### config.mk
export PLATFORM = sky130hd
export DESIGN_NAME = serial_subtractor
export DESIGN_NICKNAME = d
export VERILOG_FILES = /design/src/rtl/serial_sub_pkg.sv /design/src/rtl/digit_subtractor.sv /design/src/rtl/serial_subtractor.sv
export SDC_FILE = /design/constraint.sdc
export NUM_CORES = 1
export LEC_CHECK = 0
export ABC_AREA = 1
export ABC_CLOCK_PERIOD_IN_PS = 1800
export BUFFER_PORTS_ARGS = -buffer_cell sky130_fd_sc_hd__buf_4
export CAP_MARGIN = 15
export CORE_MARGIN = 4
export CORE_UTILIZATION = 49
export CTS_BUF_LIST = sky130_fd_sc_hd__clkbuf_16
export CTS_CLUSTER_SIZE = 28
export DETAILED_ROUTE_END_ITERATION = 16
export PLACE_DENSITY_LB_ADDON = 0.15
export SYNTH_ARGS = -nofsm -noshare
export SYNTH_HDL_FRONTEND = slang
export SYNTH_SLANG_ARGS = --single-unit
### constraint.sdc
create_clock -name clk -period 1.8 [get_ports clk]
set_input_delay 0.09 -clock clk [delete_from_list [all_inputs] [get_ports clk]]
set_output_delay 0.09 -clock clk [all_outputs]
set_load 0.01 [all_outputs]
### src/rtl/serial_sub_pkg.sv
`default_nettype none
// ============================================================================
//  Module   : serial_sub_pkg
//  Brief    : Shared constants for the digit-serial subtractor: FSM state
//             encoding, default operand/digit widths, counter sizing helper.
//  Revision : 1.0 - initial release
// ============================================================================
package serial_sub_pkg;

    localparam int c_N_DEFAULT     = 16;
    localparam int c_DIGIT_DEFAULT = 4;

    localparam logic [1:0] c_ST_IDLE = 2'd0;
    localparam logic [1:0] c_ST_BUSY = 2'd1;
    localparam logic [1:0] c_ST_DONE = 2'd2;

    // Width of a counter that must index steps-1; never narrower than 1 bit.
    function automatic int cnt_width(input int steps);
        return (steps > 1) ? $clog2(steps) : 1;
    endfunction

endpackage
`default_nettype wire

### src/rtl/digit_subtractor.sv
`default_nettype none
// ============================================================================
//  Module   : digit_subtractor
//  Brief    : Combinational DIGIT-bit subtract with borrow-in/borrow-out.
//             d = a - b - bin (mod 2^DIGIT), bout = 1 when the result
//             went negative.
//  Revision : 1.0 - initial release
// ============================================================================
module digit_subtractor #(
    parameter int DIGIT = 4
) (
    input  logic [DIGIT-1:0] a,
    input  logic [DIGIT-1:0] b,
    input  logic             bin,
    output logic [DIGIT-1:0] d,
    output logic             bout
);

    // One extra bit catches the wrap below zero, which is exactly the borrow.
    logic [DIGIT:0] w_full;

    assign w_full = {1'b0, a} - {1'b0, b} - {{DIGIT{1'b0}}, bin};
    assign d      = w_full[DIGIT-1:0];
    assign bout   = w_full[DIGIT];

endmodule
`default_nettype wire

### src/rtl/serial_subtractor.sv
`default_nettype none
// ============================================================================
//  Module   : serial_subtractor
//  Brief    : Digit-serial unsigned subtractor, diff = x - y - bin (mod 2^N),
//             DIGIT bits per clock, LSB slice first, valid/ready on both
//             the operand and the result side.
//             Optional feature macro: SERIAL_SUB_OVERFLOW_EN adds the
//             signed-overflow output ovf.
//  Revision : 1.0 - initial release
// ============================================================================
module serial_subtractor
    import serial_sub_pkg::*;
#(
    parameter int N     = c_N_DEFAULT,
    parameter int DIGIT = c_DIGIT_DEFAULT
) (
    input  logic         clk,
    input  logic         rst_n,
    input  logic         start_valid,
    output logic         start_ready,
    input  logic [N-1:0] x,
    input  logic [N-1:0] y,
    input  logic         bin,
    output logic [N-1:0] diff,
    output logic         bout,
`ifdef SERIAL_SUB_OVERFLOW_EN
    output logic         ovf,
`endif
    output logic         done_valid,
    input  logic         done_ready
);

    localparam int              c_STEPS = N / DIGIT;
    localparam int              c_CW    = cnt_width(c_STEPS);
    localparam logic [c_CW-1:0] c_LAST  = c_CW'(c_STEPS - 1);

    logic [1:0]       r_state;
    logic [1:0]       w_state_nxt;
    logic             w_capture;
    logic             w_step;
    logic             w_last;

    logic [N-1:0]     r_x;
    logic [N-1:0]     r_y;
    logic [N-1:0]     r_acc;
    logic [N-1:0]     r_diff;
    logic             r_bout;
    logic             r_borrow;
    logic [c_CW-1:0]  r_cnt;

    logic [DIGIT-1:0] w_slice_d;
    logic             w_slice_bout;
    logic [N-1:0]     w_acc_nxt;

    assign w_last = (r_cnt == c_LAST);

    // State register; reset discards any operation in flight.
    always_ff @(posedge clk) begin
        if (!rst_n) begin
            r_state <= c_ST_IDLE;
        end else begin
            r_state <= w_state_nxt;
        end
    end

    // Next-state and handshake outputs; start_valid is only looked at in IDLE.
    always_comb begin
        w_state_nxt = r_state;
        w_capture   = 1'b0;
        w_step      = 1'b0;
        start_ready = 1'b0;
        done_valid  = 1'b0;
        case (r_state)
            c_ST_IDLE: begin
                start_ready = 1'b1;
                if (start_valid) begin
                    w_capture   = 1'b1;
                    w_state_nxt = c_ST_BUSY;
                end
            end
            c_ST_BUSY: begin
                w_step = 1'b1;
                if (w_last) begin
                    w_state_nxt = c_ST_DONE;
                end
            end
            c_ST_DONE: begin
                done_valid = 1'b1;
                if (done_ready) begin
                    w_state_nxt = c_ST_IDLE;
                end
            end
            default: begin
                w_state_nxt = c_ST_IDLE;
            end
        endcase
    end

    // Operands shift right each step, so the active slice is always bits [DIGIT-1:0].
    digit_subtractor #(
        .DIGIT (DIGIT)
    ) u_digit (
        .a    (r_x[DIGIT-1:0]),
        .b    (r_y[DIGIT-1:0]),
        .bin  (r_borrow),
        .d    (w_slice_d),
        .bout (w_slice_bout)
    );

    // New slice enters at the top of the accumulator; after the last step it is fully aligned.
    generate
        if (DIGIT == N) begin : g_acc_single
            assign w_acc_nxt = w_slice_d;
        end else begin : g_acc_shift
            assign w_acc_nxt = {w_slice_d, r_acc[N-1:DIGIT]};
        end
    endgenerate

    // Datapath: capture on handshake, one slice per BUSY cycle, publish result on the last slice.
    always_ff @(posedge clk) begin
        if (!rst_n) begin
            r_x      <= '0;
            r_y      <= '0;
            r_acc    <= '0;
            r_borrow <= 1'b0;
            r_cnt    <= '0;
            r_diff   <= '0;
            r_bout   <= 1'b0;
        end else if (w_capture) begin
            r_x      <= x;
            r_y      <= y;
            r_borrow <= bin;
            r_cnt    <= '0;
        end else if (w_step) begin
            r_x      <= r_x >> DIGIT;
            r_y      <= r_y >> DIGIT;
            r_acc    <= w_acc_nxt;
            r_borrow <= w_slice_bout;
            r_cnt    <= r_cnt + c_CW'(1);
            if (w_last) begin
                r_diff <= w_acc_nxt;
                r_bout <= w_slice_bout;
            end
        end
    end

    assign diff = r_diff;
    assign bout = r_bout;

`ifdef SERIAL_SUB_OVERFLOW_EN
    logic r_ovf;

    // On the last step the live slice holds the original sign bits of x and y.
    always_ff @(posedge clk) begin
        if (!rst_n) begin
            r_ovf <= 1'b0;
        end else if (w_step && w_last) begin
            r_ovf <= (r_x[DIGIT-1] != r_y[DIGIT-1]) &&
                     (w_slice_d[DIGIT-1] != r_x[DIGIT-1]);
        end
    end

    assign ovf = r_ovf;
`endif

endmodule
`default_nettype wire

==> results.json <==
{
  "synth_edf_count": 0,
  "report.final.setup_viol": 0,
  "vias_per_cell": 5.019,
  "grtUsageTotal_pct": 20.38,
  "h-tree-depth": 3,
  "reg2reg_slack_ns": 0.23,
  "ctsRootBufferMaster": "clkbuf_16",
  "worstMarginPinSlew_ns": 0.7459,
  "max-slew-margin-rel_pct": 50.27,
  "final_antenna_net_count": 0,
  "critical_path_class": "reg -> reg",
  "start_util_pct": 51.83,
  "finalNetCount": 448,
  "fmax_ghz": 0.6388,
  "worst_r2r_startpoint": "r_y[0]$_SDFFE_PN0P_",
  "synth_seq_area_share_pct": 48.98,
  "rsz0062_at_grt": "false",
  "insertion_delay_ns": 0.32,
  "cp_max_fo": 2,
  "synth_most_common_cell": "nand2_1",
  "grt_pass1_wl_microns": 10470,
  "place_congestion": 0.8808,
  "period_share_pct": 86.97,
  "numCtsBuffers": 9,
  "vias": 2404,
  "drtPass1Iterations": 4,
  "antenna_found_initial": 0,
  "die_x_microns": 82.20,
  "port_buffers": 55,
  "routedWlPerCell_microns": 12.91,
  "yosys_warnings": 0,
  "drc": 0,
  "dieArea_sq_um": 6756,
  "grt_overflow": 0,
  "register_area_sq_um": 1321,
  "cts_buffer_depth": 2,
  "synthToLayoutAreaGrowth_pct": 27.18,
  "max_cap_viol_count": 0,
  "endpoint_kind": "register",
  "synth.top_cell.area_share_pct": 48.98,
  "drive_above_1_share_pct": 19.80,
  "multi_input_area_sq_um": 1174,
  "clkSinkCount": 66,
  "cts_tree": "built",
  "wl_met1_microns": 2823,
  "synth_cells": 353,
  "ioPinCount": 56,
  "min_from": "x[15]",
  "period_needed_ns": 1.565,
  "p_per_area_nw_per_um2": 1058,
  "core_sq_um": 5205,
  "hold_end": "r_x[15]$_SDFFE_PN0P_",
  "synth.largest_area_cell": "dfxtp_1",
  "cp-start-kind": "register",
  "grt_pass1_vias": 2321,
  "cp.required_ns": 2.02,
  "hpwl_microns": 4099,
  "drv_slew": 0,
  "rows": 26,
  "rr_worst_depth": 12,
  "synthTopCellsByArea": "dfxtp_1 (49%), nand2_1 (15%), nor2_1 (6.4%)",
  "fp.dieH_microns": 82.20,
  "hold_viol_final": 0,
  "fin_ws_ns": 0.2346,
  "wl_met2_microns": 2917,
  "synth_seq_cells": 66,
  "hold_slack_ns": 0.01866,
  "fin_skew_ns": 0.003480,
  "arrival_ns": 1.79,
  "yosys-top-cells-count": "nand2_1 (109), dfxtp_1 (66), nor2_1 (46)",
  "netlist_area_sq_um": 2698,
  "hold_depth": 3,
  "hold_buffers": 0,
  "grt_max_degree": 36,
  "drt-total-wl_microns": 6184,
  "synth_area_per_cell_sq_um": 7.642,
  "synth_cell_types": 26,
  "n_antenna_cell": 0,
  "top_layer_used": "met4",
  "peakVddDrop_mv": 0.7010,
  "cp-startpoint": "r_y[0]$_SDFFE_PN0P_",
  "synth_fp_nets": 397,
  "fill_cells": 462,
  "p_leak_uw": 0.001500,
  "synthArstFlopShare_pct": 0,
  "dr_wl_met3_microns": 329,
  "ys.flop_type": "dfxtp_1",
  "place_ws_ns": 0.2000,
  "rr_endpoint": "bout$_SDFFE_PN0P_",
  "initialDrtViolationCount": 116,
  "clk_pin_slew_worst_paths_ns": 0.05,
  "status": "finished, final reports clean",
  "place_inst": 463,
  "final-instance-count-excl-fill": 479,
  "tns_ns": 0,
  "min-delay-path-class": "in -> reg"
}
layout by cell type (no fill, tap or decap), drive strengths merged, types with 2 or more instances in the layout:
master,n
a21oi,15
a31oi,24
buf,61
clkbuf,9
clkinv,3
dfxtp,66
fa,2
ha,5
inv,26
nand2,110
nand3,6
nor2,47
o21a,3
o21ai,25
xor2,2
registers in the layout, summed over array words and instances, names as in the netlist:
| signal | flops |
|---|---|
| bout | 1 |
| diff | 16 |
| r_borrow | 1 |
| r_y | 16 |
| r_state | 2 |
| r_cnt | 2 |
| r_x | 16 |
| r_acc | 12 |
cell type report:
class | count | area share (%)
clock inverter | 7 | 1.568
clock buffer | 9 | 6.565
inverter | 23 | 2.516
sequential | 66 | 38.51
timing repair buffer | 61 | 14.08
multi-input combinational | 243 | 34.21
tap | 70 | 2.553
worst max-delay path: stages, from the launching register on:
cell and delay [ns]:
dfxtp_1 0.31, inv_1 0.08, fa_2 0.21, inv_2 0.04, fa_2 0.39, nand2_1 0.08
nand2_1 0.06, nand2_1 0.06, nand2_1 0.06, nand2_1 0.06, nand2_1 0.04, nand2_1 0.05
inv_1 0.03
kinds of logic after synthesis:
| logic type | count (synthesis) | share of synthesized area, % |
|---|---|---|
| AND/OR/NAND/NOR | 166 | 24.63 |
| AO/OA/AOI/OAI | 68 | 14.24 |
| flip-flops | 66 | 48.98 |
| buffers and inverters | 44 | 7.699 |
| adder cells (fa/ha/maj) | 7 | 3.803 |
| XOR/XNOR | 2 | 0.6495 |
through the flow:
stage,total power (uW),cell area [sq um],utilization [%]
global route,3795,3431,65.91
detailed placement,2012,3147,60.46
floorplan,1873,2698,-
finish,3629,3431,65.91
CTS,3649,3426,65.82
global placement,2002,3147,60.46
where the power goes:
group	internal, uW	total [uW]	leakage [uW]	switching [uW]
Combinational	177	398	0.000813	221
Clock	1040	1640	0.000148	597
Sequential	1540	1590	0.000539	50.0
Total	2760	3630	0.00150	868
metal layers:
metal  track usage (%)  up-vias
met2             32.93       53
li1                  -     1238
met5                 0        -
met3             6.508       12
met1             24.95     1101
met4             8.472        0
worst max-delay path by stage:
stage,endpoint,slack (ns),cells past startpoint
finish,bout$_SDFFE_PN0P_,0.23,12
CTS,diff[15]$_SDFFE_PN0P_,0.18,9
floorplan,bout$_SDFFE_PN0P_,0.31,11
detailed placement,diff[14]$_SDFFE_PN0P_,0.20,8
global placement,bout$_SDFFE_PN0P_,0.25,11
global route,bout$_SDFFE_PN0P_,0.04,11
repair_timing:
| action | 4_1_cts | 5_1_grt |
|---|---|---|
| endpoints found under the setup margin | 0 | 2 |
| setup buffers | 0 | 0 |
| gates resized for setup | 0 | 3 |
Note: power is estimated with default switching activity, not from simulation.
